## config.mk

```make
export PLATFORM = sky130hd
export DESIGN_NAME = game_score_ctrl
export DESIGN_NICKNAME = d
export VERILOG_FILES = /design/src/rtl/game_pkg.sv /design/src/rtl/rise_detect.sv /design/src/rtl/game_score_ctrl.sv
export SDC_FILE = /design/constraint.sdc
export NUM_CORES = 1
export LEC_CHECK = 0
export CAP_MARGIN = 20
export CORE_MARGIN = 2
export CORE_UTILIZATION = 25
export DETAILED_ROUTE_END_ITERATION = 6
export GPL_ROUTABILITY_DRIVEN = 0
export SYNTH_ARGS = -nofsm -noshare
export SYNTH_HDL_FRONTEND = slang
export SYNTH_SLANG_ARGS = --single-unit
export TNS_END_PERCENT = 100
```

## constraint.sdc

```tcl
create_clock -name clock_i -period 4.25 [get_ports clock_i]
set_input_delay 0.6375 -clock clock_i [delete_from_list [all_inputs] [get_ports clock_i]]
set_output_delay 0.6375 -clock clock_i [all_outputs]
set_load 0.005 [all_outputs]
```

## src/rtl/game_pkg.sv

```systemverilog
// Shared phase encodings, widths and mode constants for the whack-a-mole game-control slice.
package game_pkg;

   localparam logic [1:0] PH_IDLE  = 2'd0;
   localparam logic [1:0] PH_COUNT = 2'd1;
   localparam logic [1:0] PH_PLAY  = 2'd2;
   localparam logic [1:0] PH_DONE  = 2'd3;

   localparam int unsigned SCORE_W = 14;

   localparam logic [1:0] MODE_OFF = 2'b00;

   typedef enum logic [1:0] {
      StIdle  = PH_IDLE,
      StCount = PH_COUNT,
      StPlay  = PH_PLAY,
      StDone  = PH_DONE
   } phase_e;

endpackage

```

## src/rtl/rise_detect.sv

```systemverilog
// Rising-edge detector: one history flop plus an AND; a held-high level yields a single pulse.
module rise_detect (
   input  logic clock_i,
   input  logic reset_i,
   input  logic d_i,
   output logic rise_o
);

   logic d_q;

   always_ff @(posedge clock_i or negedge reset_i) begin
      if (!reset_i) begin
         d_q <= 1'b0;
      end else begin
         d_q <= d_i;
      end
   end

   assign rise_o = d_i & ~d_q;

endmodule

```

## src/rtl/game_score_ctrl.sv

```systemverilog
// Game-phase sequencer (idle/countdown/play/done) and saturating score keeper.
// Define GAME_SCORE_HIGH_SCORE_EN to build the best-score register behind high_score_o.
module game_score_ctrl
   import game_pkg::*;
#(
   parameter int unsigned COUNTDOWN_SECS = 3,
   parameter int unsigned GAME_SECS      = 30,
   parameter int unsigned SCORE_MAX      = 9999,
   parameter int unsigned MISS_PENALTY   = 1
) (
   input  logic               clock_i,
   input  logic               reset_i,
   input  logic               tick_1hz_i,
   input  logic [1:0]         mode_i,
   input  logic               start_i,
   input  logic               whacked_i,
   input  logic               miss_i,
   output logic [1:0]         phase_o,
   output logic [3:0]         count_o,
   output logic [6:0]         time_left_o,
   output logic [SCORE_W-1:0] score_o,
   output logic               game_active_o,
   output logic [SCORE_W-1:0] high_score_o
);

   localparam logic [3:0]         CountInit = 4'(COUNTDOWN_SECS);
   localparam logic [6:0]         TimeInit  = 7'(GAME_SECS);
   localparam logic [SCORE_W-1:0] ScoreMax  = SCORE_W'(SCORE_MAX);
   localparam logic signed [15:0] ScoreMaxS = 16'(SCORE_MAX);
   localparam logic signed [15:0] PenaltyS  = 16'(MISS_PENALTY);

   logic start_rise, whack_rise, miss_rise;

   rise_detect u_start_rise (
      .clock_i (clock_i),
      .reset_i (reset_i),
      .d_i     (start_i),
      .rise_o  (start_rise)
   );

   rise_detect u_whack_rise (
      .clock_i (clock_i),
      .reset_i (reset_i),
      .d_i     (whacked_i),
      .rise_o  (whack_rise)
   );

   rise_detect u_miss_rise (
      .clock_i (clock_i),
      .reset_i (reset_i),
      .d_i     (miss_i),
      .rise_o  (miss_rise)
   );

   phase_e             state_q, state_d;
   logic [3:0]         count_q, count_d;
   logic [6:0]         time_q, time_d;
   logic [SCORE_W-1:0] score_q, score_d;
   logic               active_q;
   logic               game_over;

   logic signed [15:0] score_sum;
   logic [SCORE_W-1:0] score_next;

   // Signed intermediate so a miss at zero clamps instead of wrapping.
   always_comb begin
      score_sum = $signed({2'b00, score_q})
                + (whack_rise ? 16'sd1 : 16'sd0)
                - (miss_rise ? PenaltyS : 16'sd0);
      if (score_sum < 16'sd0) begin
         score_next = '0;
      end else if (score_sum > ScoreMaxS) begin
         score_next = ScoreMax;
      end else begin
         score_next = score_sum[SCORE_W-1:0];
      end
   end

   always_comb begin
      state_d   = state_q;
      count_d   = count_q;
      time_d    = time_q;
      score_d   = score_q;
      game_over = 1'b0;
      if (mode_i == MODE_OFF) begin
         state_d = StIdle;
         count_d = '0;
         time_d  = '0;
         score_d = '0;
      end else begin
         case (state_q)
            StIdle, StDone: begin
               if (start_rise) begin
                  state_d = StCount;
                  count_d = CountInit;
                  time_d  = TimeInit;
                  score_d = '0;
               end
            end
            StCount: begin
               if (tick_1hz_i) begin
                  if (count_q == 4'd1) begin
                     state_d = StPlay;
                     count_d = '0;
                  end else begin
                     count_d = count_q - 4'd1;
                  end
               end
            end
            StPlay: begin
               score_d = score_next;
               if (tick_1hz_i) begin
                  if (time_q == 7'd1) begin
                     state_d   = StDone;
                     time_d    = '0;
                     game_over = 1'b1;
                  end else begin
                     time_d = time_q - 7'd1;
                  end
               end
            end
            default: begin
               state_d = StIdle;
            end
         endcase
      end
   end

   always_ff @(posedge clock_i or negedge reset_i) begin
      if (!reset_i) begin
         state_q  <= StIdle;
         count_q  <= '0;
         time_q   <= '0;
         score_q  <= '0;
         active_q <= 1'b0;
      end else begin
         state_q  <= state_d;
         count_q  <= count_d;
         time_q   <= time_d;
         score_q  <= score_d;
         active_q <= (state_d == StPlay);
      end
   end

`ifdef GAME_SCORE_HIGH_SCORE_EN
   logic [SCORE_W-1:0] high_q;

   // score_d already includes any edge counted in the final-tick cycle.
   always_ff @(posedge clock_i or negedge reset_i) begin
      if (!reset_i) begin
         high_q <= '0;
      end else if (game_over && (score_d > high_q)) begin
         high_q <= score_d;
      end
   end

   assign high_score_o = high_q;
`else
   assign high_score_o = '0;
`endif

   assign phase_o       = state_q;
   assign count_o       = count_q;
   assign time_left_o   = time_q;
   assign score_o       = score_q;
   assign game_active_o = active_q;

endmodule

```

=== Word level (Yosys, flattened, before mapping) ===
Cells that the tools add are included.

* Register bits after elaboration: 31
* Output and inout bits: 42

* Muxes and demuxes: 24
* Order comparisons: 2
* Reductions and logical operators: 8
* Add/subtract/negate cells: 4
* Bitwise operators: 6
* Eq/ne operators: 9

{| class="wikitable"
|+ Operators by type and width
! kind !! count
|-
| 2-to-1 mux 14 bit || 4
|-
| 2-to-1 mux 7 bit || 4
|-
| case mux 14 bit (2 select lines) || 1
|-
| greater-than comparator 16 x 15 -> 1 bit (second input constant) || 1
|-
| < comparator 16 x 1 -> 1 bit (second input constant) || 1
|-
| 2-to-1 mux 4 bit || 4
|-
| subtractor 15 x 1 -> 16 bit || 1
|-
| adder 14 x 1 -> 15 bit || 1
|-
| case mux 7 bit (2 select lines) || 1
|-
| 2-to-1 mux 2 bit || 6
|-
| != test 3 bit (second input constant) || 3
|-
| case mux 4 bit (2 select lines) || 1
|-
| == test 7 x 1 -> 1 bit (second input constant) || 1
|-
| subtractor 7 x 1 -> 7 bit (second input constant) || 1
|-
| == test 2 bit (second input constant) || 3
|-
| case mux 2 bit (3 select lines) || 1
|-
| AND reduction 3 bit || 2
|-
| nonzero test 3 bit || 2
|-
| == test 4 x 1 -> 1 bit (second input constant) || 1
|-
| logical NOT 2 bit || 2
|-
| subtractor 4 x 1 -> 4 bit (second input constant) || 1
|-
| bitwise AND 1 bit || 3
|-
| inverter 1 bit || 3
|-
| == test 2 x 1 -> 1 bit (second input constant) || 1
|-
| other kinds (3) || 4
|}

=== Longest topological paths before layout ===
* Depth after elaboration: 10
* Depth in mapped cells: 14
* Gate-level depth less buffers: 13

=== Hierarchy ===
A second synthesis with hierarchy kept.

* Cell total of the unflattened synthesis: 298
* Area total of the unflattened synthesis: 2625.0 sq um

{| class="wikitable"
|+ Modules (own cells, without submodules)
! module !! area each (sq um) !! instances !! cells each
|-
| game_score_ctrl || 2508.7 || 1 || 292
|-
| rise_detect || 38.8 || 3 || 2
|}

=== Least setup slack after synthesis ===
OpenSTA, ideal clock, no wires.

* Kind: input port to flip-flop
* Start point: in miss_i
* End point: reg score_q[13] (netlist: score_o[13])
* Data required time: 4.132 ns
* Setup time: 0.118 ns
* Stages: 14
* Arrival: 3.269 ns
* Setup slack: 0.863 ns
* Cell sequence: nor2b_1 > ha_1 > inv_1 > ha_1 > inv_1 > fa_1 > nand2b_1 > a211oi_2 > o21a_1 > o21ai_1 > xnor2_1 > clkbuf_1 > a21oi_1 > a21o_1

* Word-level cells in the longest chain between the ends: 8
* Elaborated cells between the ends (all ways): 9
* Those cells by class: 1 x add/sub; 2 x order compare; 5 x mux; 1 x bitwise

{| class="wikitable"
|+ Ends and longest elaborated chain
! item !! RTL line !! RTL
|-
| start: declaration || game_score_ctrl.sv:17 || <nowiki>input logic miss_i,</nowiki>
|-
| bitwise AND 1 bit (*) || rise_detect.sv:19 || <nowiki>assign rise_o = d_i & ~d_q;</nowiki>
|-
| 2-to-1 mux 1 bit (*) || game_score_ctrl.sv:69 || <nowiki>- (miss_rise ? PenaltyS : 16'sd0);</nowiki>
|-
| subtractor 15 x 1 -> 16 bit (*) || game_score_ctrl.sv:69 ||
|-
| greater-than comparator 16 x 15 -> 1 bit || game_score_ctrl.sv:72 || <nowiki>end else if (score_sum > ScoreMaxS) begin</nowiki>
|-
| 2-to-1 mux 14 bit || game_score_ctrl.sv:72 ||
|-
| 2-to-1 mux 14 bit (*) || game_score_ctrl.sv:70 || <nowiki>if (score_sum < 16'sd0) begin</nowiki>
|-
| case mux 14 bit (2 select lines) (*) || game_score_ctrl.sv:91 || <nowiki>case (state_q)</nowiki>
|-
| 2-to-1 mux 14 bit (*) || game_score_ctrl.sv:85 || <nowiki>if (mode_i == MODE_OFF) begin</nowiki>
|-
| end signal: assignment || game_score_ctrl.sv:140 || <nowiki>score_q <= score_d;</nowiki>
|-
| end: declaration || game_score_ctrl.sv:58 || <nowiki>logic [SCORE_W-1:0] score_q, score_d;</nowiki>
|}

Every way passes the cells marked *; elsewhere a longest branch is shown, timed or not.
A chain may end at the register's enable or synchronous reset.

=== Final worst setup path ===
* Start point: in miss_i
* End point: reg score_q[1] (netlist: score_o[1])

Same word-level chain as after synthesis.

==> run_results.csv <==
group,metric,value,unit
cells_and_area,drive_above_1_share,7.467,%
floorplan,die_area,11750,um2
route,routedWlPerCell,13.08,um
synthesis,seq_area_frac_synth,28.48,%
route,dr.first_iter.drc_count,119,
cts,ctsHoldBuffers,0,
timing,fin_crit_sh,88.32,%
cells_and_area,area_growth,22.42,%
synthesis,avgSynthCellArea,8.155,um2
power_and_ir_drop,leakagePower,0.001468,uW
timing,skew,0.01241,ns
worst_setup_path,r2r_slack,0.94,ns
worst_setup_path,crit_type,"in -> reg",
grt,grt_max_degree,32,
cts,root_buffer,"clkbuf_8",
cts,cts_sinks,31,
timing,finalHoldViolCount,0,
cts,numCtsBuffers,5,
floorplan,ios,50,
synthesis,synth_edf_count,0,
cts,cts_resized,0,
run,maxCapViolations,0,
cts,cts_htree_levels,2,
timing,whs,0.5203,ns
grt,gr-usage-all-layers,11.88,%
synthesis,synth_cell_types,55,
min_path,whs_endpoint,"time_left_o[6]",
grt,grt_pass1_vias,2348,
worst_setup_path,reg2reg_depth,12,
timing,slew_headroom,53.19,%
grt,grt_pass1_wl,11.20,mm
route,finalWirelength,6.737,mm
worst_setup_path,cp-end-kind,"flop",
timing,worst_slew_pin_slew,0.7007,ns
cts,clk_pin_slew,0.07,ns
cells_and_area,n_antenna_cell,0,
min_path,holdPathStages,1,
synthesis,syn_inst,334,
worst_setup_path,reg2reg_to,"score_o[1]",
synthesis,ys_ff_latch,31,
worst_setup_path,r2r-start,"u_whack_rise.d_q",
floorplan,die_w,108.4,um
route,viasPerCell,4.872,
floorplan,core,10750,um2
floorplan,dieHeight,108.4,um
timing,setup_viol,0,
route,num_vias,2509,
min_path,min_from,"time_left_o[6]",
timing,rsz0062_at_grt,"false",
cells_and_area,nNetsFinal,406,
cts,insertion_delay,0.30,ns
cells_and_area,mostFrequentLayoutCells,"clkdlybuf4s50_1 (35), nand2_1 (31), dfrtp_1 (31)",
worst_setup_path,cp-start-kind,"primary input",
cells_and_area,final_common_cell,"clkdlybuf4s50_1",
route,first_pass_iters,4,
synthesis,synth_warnings,0,
timing,slew_violations,0,
placement,port-buffer-count,35,
power_and_ir_drop,power.density,556.4,nW/um2
power_and_ir_drop,peakVddDrop,0.1980,mV
synthesis,async_reset_ff_share,100.0,%
timing,final.setup.tns,0,ns
worst_setup_path,worstPathMaxFanout,8,
floorplan,start_util,25.35,%
run_status,status,"finished clean",
floorplan,rows,38,
worst_setup_path,crit_arrival,3.93,ns
placement,dp_hpwl,5.131,mm
cts,cts_buffer_depth,2,
timing,clock.fmax,266.4,MHz
cts,cts_setup_buffers,0,
route,drc_errors,0,
grt,grt_antenna_before_repair,0,
route,postRouteAntennaNets,0,
worst_setup_path,worstPathRequired,4.43,ns
timing,period_needed,3.753,ns
synthesis,syn_area,2724,um2
cts,cts_tree,"done",
grt,grt_overflow,0,
min_path,holdCritPathClass,"reg -> reg",
synthesis,synth_ff_type,"dfrtp_1",
-- worst max-delay path by stage --
stage	from	endpoint	slack, ns	cells past startpoint
after floorplan	miss_i	score_o[13]	0.86	14
after global placement	miss_i	score_o[1]	0.30	13
after detailed placement	miss_i	score_o[1]	0.18	13
after CTS	miss_i	score_o[1]	0.51	13
after global routing	miss_i	score_o[3]	0.20	15
final	miss_i	score_o[1]	0.50	13
-- routing by layer --
layer  part of all wire, %  global-route usage (%)  wire (um)  vias up
met3                   4.2                   2.170        281       11
li1                      -                       -          -     1259
met4                   1.6                   3.846        110        0
met5                     0                       0          0        -
met1                    50                   15.86       3359     1168
met2                    44                   19.36       2985       71
-- state kept, by name, indices dropped and copies added, names as in the netlist --
register,count
score_o,14
time_left_o,7
count_o,4
phase_o,2
game_active_o,1
u_miss_rise.d_q,1
u_start_rise.d_q,1
u_whack_rise.d_q,1
-- cell usage after synthesis, types with 5 or more instances --
master	instances	area share [%]
a21oi_1	22	4.0
o21ai_0	21	3.9
nor3_1	9	1.7
nand2_1	31	4.3
ha_1	23	11
buf_4	14	3.9
a21o_1	9	2.5
o21a_1	6	1.7
clkbuf_1	6	0.83
nand3_1	7	1.3
a41oi_1	5	1.6
dfrtp_1	31	28
inv_1	28	3.9
nor4_1	5	1.1
nor2_1	23	3.2
xnor2_1	9	2.9
a211oi_1	7	1.9
o21bai_1	5	1.4
and2_1	8	1.8
-- critical path, cell delays in order --
cell             delay [ns]
clkdlybuf4s50_1        0.46
nor2b_1                0.15
ha_1                   0.24
inv_1                  0.06
ha_1                   0.19
inv_1                  0.07
fa_1                   0.39
nand2b_1               0.20
a21oi_1                0.27
a21boi_0               0.14
or4_4                  0.56
a21o_4                 0.27
o31a_1                 0.30
-- cells by family after synthesis --
family	Yosys count	share of synthesized area (%)
AOI/OAI and AO/OA	106	27.24
xor gates and xnor gates	11	3.537
adders and majority gates	24	11.30
buffers and inverters	51	9.049
DFF	31	28.48
other	1	0.1377
and+or+nand+nor	110	20.26
-- stage by stage --
| stage | total power [uW] | cell area, um2 | utilization, % | setup slack [ns] | std cells |
|---|---|---|---|---|---|
| 2_1_floorplan | 1168 | 2773 | - | 0.8628 | 347 |
| 3_3_place_gp | 1539 | 3222 | 29.98 | 0.3045 | 507 |
| 3_5_place_dp | 1546 | 3222 | 29.98 | 0.1832 | 507 |
| 4_1_cts | 1866 | 3334 | 31.03 | 0.5052 | 515 |
| 5_1_grt | 2012 | 3334 | 31.03 | 0.1990 | 515 |
| 6_report | 1855 | 3334 | 31.03 | 0.4966 | 515 |
-- power breakdown --
part / internal (uW) / leakage [uW] / switching [uW]
clock network: 175 / 0.0000581 / 133
registers: 346 / 0.000408 / 59.7
logic: 502 / 0.00100 / 640
total: 1020 / 0.00147 / 833
-- final cells by class --
| class | instances | area (um2) |
|---|---|---|
| fill | 1171 | 7411 |
| multi-input combinational | 265 | 1755 |
| sequential | 31 | 775.7 |
| timing repair buffer | 43 | 410.4 |
| tap | 140 | 175.2 |
| inverter | 28 | 105.1 |
| clock buffer | 5 | 68.82 |
| clock inverter | 3 | 43.79 |
(Power assumes the default switching activity.)
